<file path="src/rtl/fa_bist_pkg.sv">
// Shared types and golden model for the full-adder BIST controller.
package fa_bist_pkg;

  localparam int unsigned VEC_W = 3;

  typedef enum logic [1:0] {
    IDLE   = 2'd0,
    SETTLE = 2'd1,
    CHECK  = 2'd2,
    DONE   = 2'd3
  } state_t;

  // vec = {a,b,cin}; result = {cout,s}
  function automatic logic [1:0] fa_golden(input logic [VEC_W-1:0] vec);
    fa_golden = 2'(vec[2]) + 2'(vec[1]) + 2'(vec[0]);
  endfunction

endpackage

</file>
<file path="src/rtl/fa_bist_golden.sv">
// Combinational golden reference: {a,b,cin} -> {cout,s}.
module fa_bist_golden
  import fa_bist_pkg::*;
(
  input  logic [VEC_W-1:0] vec,
  output logic [1:0]       sum
);

  always_comb sum = fa_golden(vec);

endmodule

</file>
<file path="src/rtl/fa_bist_ctrl.sv">
// BIST controller sweeping all 8 full-adder input vectors and counting mismatches.
// Optional first-failure capture ports enabled by macro FA_BIST_ERRLOG_EN.
module fa_bist_ctrl
  import fa_bist_pkg::*;
#(
  parameter int unsigned SETTLE_CYCLES = 1,
  parameter int unsigned N_PASSES      = 1,
  parameter int unsigned ERR_W         = 4
) (
  input  logic             clk,
  input  logic             rst,
  input  logic             start,
  output logic             fa_a,
  output logic             fa_b,
  output logic             fa_cin,
  input  logic             fa_s,
  input  logic             fa_cout,
  output logic             busy,
  output logic             done,
  output logic             pass_ok,
  output logic [ERR_W-1:0] err_cnt
`ifdef FA_BIST_ERRLOG_EN
  ,
  output logic             first_fail_valid,
  output logic [VEC_W-1:0] first_fail_vec,
  output logic [1:0]       first_fail_got
`endif
);

  localparam int unsigned SET_W  = (SETTLE_CYCLES > 1) ? $clog2(SETTLE_CYCLES) : 1;
  localparam int unsigned PASS_W = (N_PASSES > 1) ? $clog2(N_PASSES) : 1;
  localparam logic [SET_W-1:0]  SETTLE_LAST = SET_W'(SETTLE_CYCLES - 1);
  localparam logic [PASS_W-1:0] PASS_LAST   = PASS_W'(N_PASSES - 1);
  localparam logic [ERR_W-1:0]  ERR_MAX     = '1;

  state_t              state;
  logic [VEC_W-1:0]    vec;
  logic [SET_W-1:0]    settle_cnt;
  logic [PASS_W-1:0]   pass;
  logic [ERR_W-1:0]    err_q;
  logic [1:0]          golden;
  logic                mismatch;
  logic                start_run;

  fa_bist_golden u_golden (
    .vec (vec),
    .sum (golden)
  );

  // Case-inequality so X/Z returned by the adder counts as a failure.
  always_comb begin
    mismatch  = ({fa_cout, fa_s} !== golden);
    start_run = start && ((state == IDLE) || (state == DONE));
  end

  always_ff @(posedge clk) begin
    if (rst) begin
      state      <= IDLE;
      vec        <= '0;
      settle_cnt <= '0;
      pass       <= '0;
      err_q      <= '0;
    end else begin
      case (state)
        IDLE, DONE: begin
          if (start_run) begin
            state      <= SETTLE;
            vec        <= '0;
            settle_cnt <= '0;
            pass       <= '0;
            err_q      <= '0;
          end
        end
        SETTLE: begin
          if (settle_cnt == SETTLE_LAST) begin
            state      <= CHECK;
            settle_cnt <= '0;
          end else begin
            settle_cnt <= settle_cnt + 1'b1;
          end
        end
        CHECK: begin
          if (mismatch && (err_q != ERR_MAX)) err_q <= err_q + 1'b1;
          if ((vec == '1) && (pass == PASS_LAST)) begin
            state <= DONE;
          end else begin
            vec   <= vec + 1'b1;
            if (vec == '1) pass <= pass + 1'b1;
            state <= SETTLE;
          end
        end
        default: state <= IDLE;
      endcase
    end
  end

`ifdef FA_BIST_ERRLOG_EN
  always_ff @(posedge clk) begin
    if (rst || start_run) begin
      first_fail_valid <= 1'b0;
      first_fail_vec   <= '0;
      first_fail_got   <= '0;
    end else if ((state == CHECK) && mismatch && !first_fail_valid) begin
      first_fail_valid <= 1'b1;
      first_fail_vec   <= vec;
      first_fail_got   <= {fa_cout, fa_s};
    end
  end
`endif

  always_comb begin
    fa_a    = vec[2];
    fa_b    = vec[1];
    fa_cin  = vec[0];
    busy    = (state == SETTLE) || (state == CHECK);
    done    = (state == DONE);
    pass_ok = (state == DONE) && (err_q == '0);
    err_cnt = err_q;
  end

endmodule

</file>
<file path="config.mk">
export PLATFORM = sky130hd
export DESIGN_NAME = fa_bist_ctrl
export DESIGN_NICKNAME = d
export VERILOG_FILES = /design/src/rtl/fa_bist_pkg.sv /design/src/rtl/fa_bist_golden.sv /design/src/rtl/fa_bist_ctrl.sv
export SDC_FILE = /design/constraint.sdc
export NUM_CORES = 1
export LEC_CHECK = 0
export CORE_UTILIZATION = 40
export CTS_BUF_LIST = sky130_fd_sc_hd__clkbuf_2 sky130_fd_sc_hd__clkbuf_4 sky130_fd_sc_hd__clkbuf_8
export DETAILED_ROUTE_END_ITERATION = 16
export PLACE_DENSITY = 0.74
export SLEW_MARGIN = 15
export SYNTH_ARGS = -nofsm -noshare
export SYNTH_HDL_FRONTEND = slang
export SYNTH_SLANG_ARGS = --single-unit
</file>
<file path="constraint.sdc">
create_clock -name clk -period 3 [get_ports clk]
set_clock_uncertainty 0.1 [all_clocks]
set_input_delay 0.75 -clock clk [delete_from_list [all_inputs] [get_ports clk]]
set_output_delay 0.75 -clock clk [all_outputs]
set_load 0.1 [all_outputs]
</file>
Word-level counts from Yosys, hierarchy flattened
Cells that the tools add are included.

Add/sub/neg operators: 6. Mux-type cells: 16. Bitwise operators: 1. Reduce and logical (&&, ||, !) cells: 16. Eq/ne operators: 11.

Operators by type and width (number): $ne A2 B2 Y1 const B (5); $mux W4 (2); $pmux W4 S2 (1); $mux W2 (3); $mux W3 (2); $pmux W2 S3 (1); $pmux W3 S2 (1); $reduce_and A3 Y1 (2); $add A4 B1 Y4 const B (1); $eq A2 B2 Y1 const B (2); $logic_and A1 B1 Y1 (4); $logic_not A4 Y1 (1); $mux W1 (4); $ne A4 B4 Y1 const B (1); $pmux W1 S2 (2); $reduce_and A2 Y1 (2); $reduce_and A4 Y1 (1); $reduce_bool A2 Y1 (2); $add A3 B1 Y3 const B (1); $eq A3 B3 Y1 const B (1); $add A1 B1 Y1 const B (2); $add A1 B1 Y2 (1); $add A2 B1 Y2 (1); $eq A2 B1 Y1 const B (1); 5 further kinds (6).

Output and inout port bits: 10. Word-level logic and storage cells: 55. Bits in registers: 11.

Longest topological paths before layout
Word-level depth: 6. Mapped depth: 7. Depth with buffers taken out: 6.

By module
A second synthesis with hierarchy kept.

Cells, all modules: 77. Area, all modules: 658.1 um^2.

By module, submodules not included: fa_bist_ctrl (seq. area each 200.2 um^2, area each 638.1 um^2, times used 1, cells an instance 76); fa_bist_golden (seq. area each 0.0 um^2, area each 20.0 um^2, times used 1, cells an instance 1).

Least setup slack after synthesis
OpenSTA, ideal clock, no wires.

Kind: reg2out. Start point: register state[0]. End point: output pass_ok. Path slack: -1.180 ns. Arrival time: 3.330 ns. Data required time: 2.150 ns. Stages on the path, launching flop included: 4. Path buffers: 0. Path through: dfxtp_1 > ha_1 > nand2_1 > nor3_1.

Longest elaborated chain between the ends: 2.

Ends and longest elaborated chain: start: declaration (RTL line fa_bist_ctrl.sv:36) `state_t state;`; start signal: assignment (RTL line fa_bist_ctrl.sv:58) `state <= IDLE;`; start signal: assignment (RTL line fa_bist_ctrl.sv:67) `state <= SETTLE;`; start signal: assignment (RTL line fa_bist_ctrl.sv:76) `state <= CHECK;`; $eq A2 B2 Y1; via done (RTL line fa_bist_ctrl.sv:19) `output logic done,`; $logic_and A1 B1 Y1 (RTL line fa_bist_ctrl.sv:117) `pass_ok = (state == DONE) && (err_q == '0);`; end: declaration (RTL line fa_bist_ctrl.sv:20) `output logic pass_ok,`.

The timed path passes the listed nets, and every way through them passes these cells.

Worst setup path after layout
Start point: register state[0]. End point: output busy.

Longest elaborated chain between the ends: 2.

Ends and longest elaborated chain: $eq A2 B1 Y1 / $eq A2 B2 Y1 (equally long branches) (RTL line fa_bist_ctrl.sv:115) `busy = (state == SETTLE) || (state == CHECK);`; $logic_or A1 B1 Y1 * (RTL line fa_bist_ctrl.sv:115); end: declaration (RTL line fa_bist_ctrl.sv:18) `output logic busy,`.

Mark *: on every way between the ends. The rest lies on a longest branch, timed or not.

==> impl_metrics.tcl <==
set metrics [dict create \
    status "complete, no violations" \
    place_congestion 0.755 \
    grt.overflow.total 0 \
    ios 15 \
    antenna_found_initial 0 \
    io_buffers 14 \
    grt_pass1_wl_um 2040 \
    start_util 0.454 \
    cap_violations 0 \
    vias_per_cell 5.23 \
    vias 544 \
    arrival_ns 1.47 \
    place.detailed.hpwl_um 934 \
    tritoncts "yes" \
    drtIter0Drc 10 \
    yosys.area.top_type "dfxtp_1" \
    setup_ws_ns 0.681 \
    final_cell_mix "10 x dfxtp_1, 10 x buf_4, 9 x inv_1, 9 x nand3_1, 6 x ha_1" \
    power_mw 0.668 \
    dieWidth_um 41.6 \
    min_path_type "register to register" \
    syn_inst 74 \
    cpLargestDelayFamily "buffers and inverters" \
    antennaDiodeCount 0 \
    crit_top_cell "inv_1" \
    wl_um 1200 \
    drcViolationCount 0 \
    fin_crit_sh 0.773 \
    grt_usage 0.154 \
    holdWs_ns 0.402 \
    insertion_delay_ns 0.26 \
    setup_viol 0 \
    crit_path_max_incr_delay_ns 0.41 \
    relSlewSlack 0.753 \
    final_antenna_net_count 0 \
    synth.area.top_cells "dfxtp_1 32%, ha_1 14%, nand3_1 7.2%" \
    post-route-util 0.569 \
    tns_ns 0 \
    ir_worst_vdd_v 0.000816 \
    rsz0062_at_grt "false" \
    grt_max_degree 11 \
    grt_pass1_vias 477 \
    cts_buffers 3 \
    critPathMaxFanout 6 \
    clkSlewWorstSetupHoldPaths_ns 0.06 \
    synth_top_cell_area_share 0.319 \
    drive_gt1_frac 0.213 \
    slew_viol_final 0 \
    cts_sinks 10 \
    final_nets 104 \
    area_growth_pct 25.3 \
    rows 13 \
    synth_cell_types 23 \
    worstMarginPinSlew_ns 0.369 \
    die_area_um2 1730 \
    power.leakage_nw 0.325 \
    cp_cell_sequence "inv_1 > ha_1 > inv_1 > buf_4" \
    hold_violations 0 \
    cts_setup_buffers 0 \
    fmax_mhz 431 \
    dp_slack_ns 0.832 \
    cp_slowest_cell "dfxtp_1" \
    first_pass_iters 4 \
    power_density_nw_per_um2 849 \
    ys_warn_count 0 \
    die_h_um 41.6 \
    ys_ff_latch 10 \
    syn_area_per_cell_um2 8.49 \
    syn_nets 87 \
    ctsResizeCount 0 \
    cp_num_buf_inv 3 \
    crit_type "register to output port" \
    hold_buffers 0 \
    worstPathRequired_ns 2.15 \
    design.core.area_um2 1380 \
    synth-seq-area-share 0.319 \
    cts_max_level 1 \
    crit_path_end_kind "output port" \
    synth_area_um2 628 \
    clock_path_buffers 2 \
    cts_root_buffer "clkbuf_4" \
    wl_per_cell_um 11.6 \
    fin_crit_ns 2.32 \
    start_kind "register" \
]
flip-flops by register name, indices dropped and copies added, names as in the netlist:
register / cells
err_cnt: 4
vec: 3
state: 2
pass: 1
cell families (layout without fill, tap and decap cells):
kind of cell	after synthesis	count (layout)	share of synthesized area
muxes	3	3	0.0478
xor gates and xnor gates	2	2	0.0279
AOI/OAI and AO/OA	12	12	0.135
DFF	10	10	0.319
and+or+nand+nor	28	28	0.227
adders and majority gates	8	8	0.171
buffers and inverters	11	26	0.0717
final cells by class:
class,instances,area (µm²)
Inverter,9,33.8
Tap cell,15,18.8
Fill cell,133,596
Multi-Input combinational cell,53,397
Clock buffer,3,22.5
Timing Repair Buffer,14,115
Sequential cell,10,200
layer usage:
layer  routed length (µm)  GRT usage  vias to the layer above
li1                     -          -                      280
met1                  607      0.214                      242
met2                  501      0.200                       18
met3                   61     0.0304                        4
met4                   31      0.129                        0
met5                    0          0                        -
worst reg2reg max path: stages, from the launching register on:
cell and delay, ns:
dfxtp_1 0.38, inv_1 0.08, fa_1 0.49, xnor2_1 0.22
o2111ai_2 0.21, or2_1 0.29, a21oi_2 0.11
metrics by stage:
stage          std cells  area, µm²
4_1_cts              104        787
3_3_place_gp         101        764
6_report             104        787
3_5_place_dp         101        764
2_1_floorplan         74        642
5_1_grt              104        787
final timing paths:
kind | slack, ns | to | depth (start not counted) | startpoint
worst max register to register | 1.07 | err_cnt[1]$_SDFFE_PP0P_ | 6 | vec[2]$_SDFFE_PP0P_
worst max-delay path | 0.68 | busy | 4 | state[0]$_SDFFE_PP0N_
worst min register to register | 0.40 | vec[1]$_SDFFE_PP0P_ | 2 | vec[1]$_SDFFE_PP0P_
worst min-delay path | 0.40 | vec[1]$_SDFFE_PP0P_ | 2 | vec[1]$_SDFFE_PP0P_
synthesized netlist by cell type:
library cell,instances
buf_1,1
nor3_1,1
a211oi_1,1
buf_4,1
o2111ai_2,1
nor2_1,5
mux2i_1,3
xnor2_1,2
o21ai_0,2
fa_1,1
a21oi_2,1
or2_1,1
and3b_1,1
a21oi_1,5
inv_1,9
ha_1,7
nand2_1,5
nand2b_1,5
o31ai_1,1
o221a_2,1
nand2b_2,1
dfxtp_1,10
nand3_1,9
power breakdown:
part | internal (mW) | switching, mW | total [mW] | leakage (nW)
logic | 0.117 | 0.291 | 0.408 | 0.230
clock network | 0.0463 | 0.0453 | 0.0916 | 0.0138
registers | 0.150 | 0.0188 | 0.169 | 0.0811
total | 0.314 | 0.355 | 0.668 | 0.325
(Power assumes the default switching activity.)
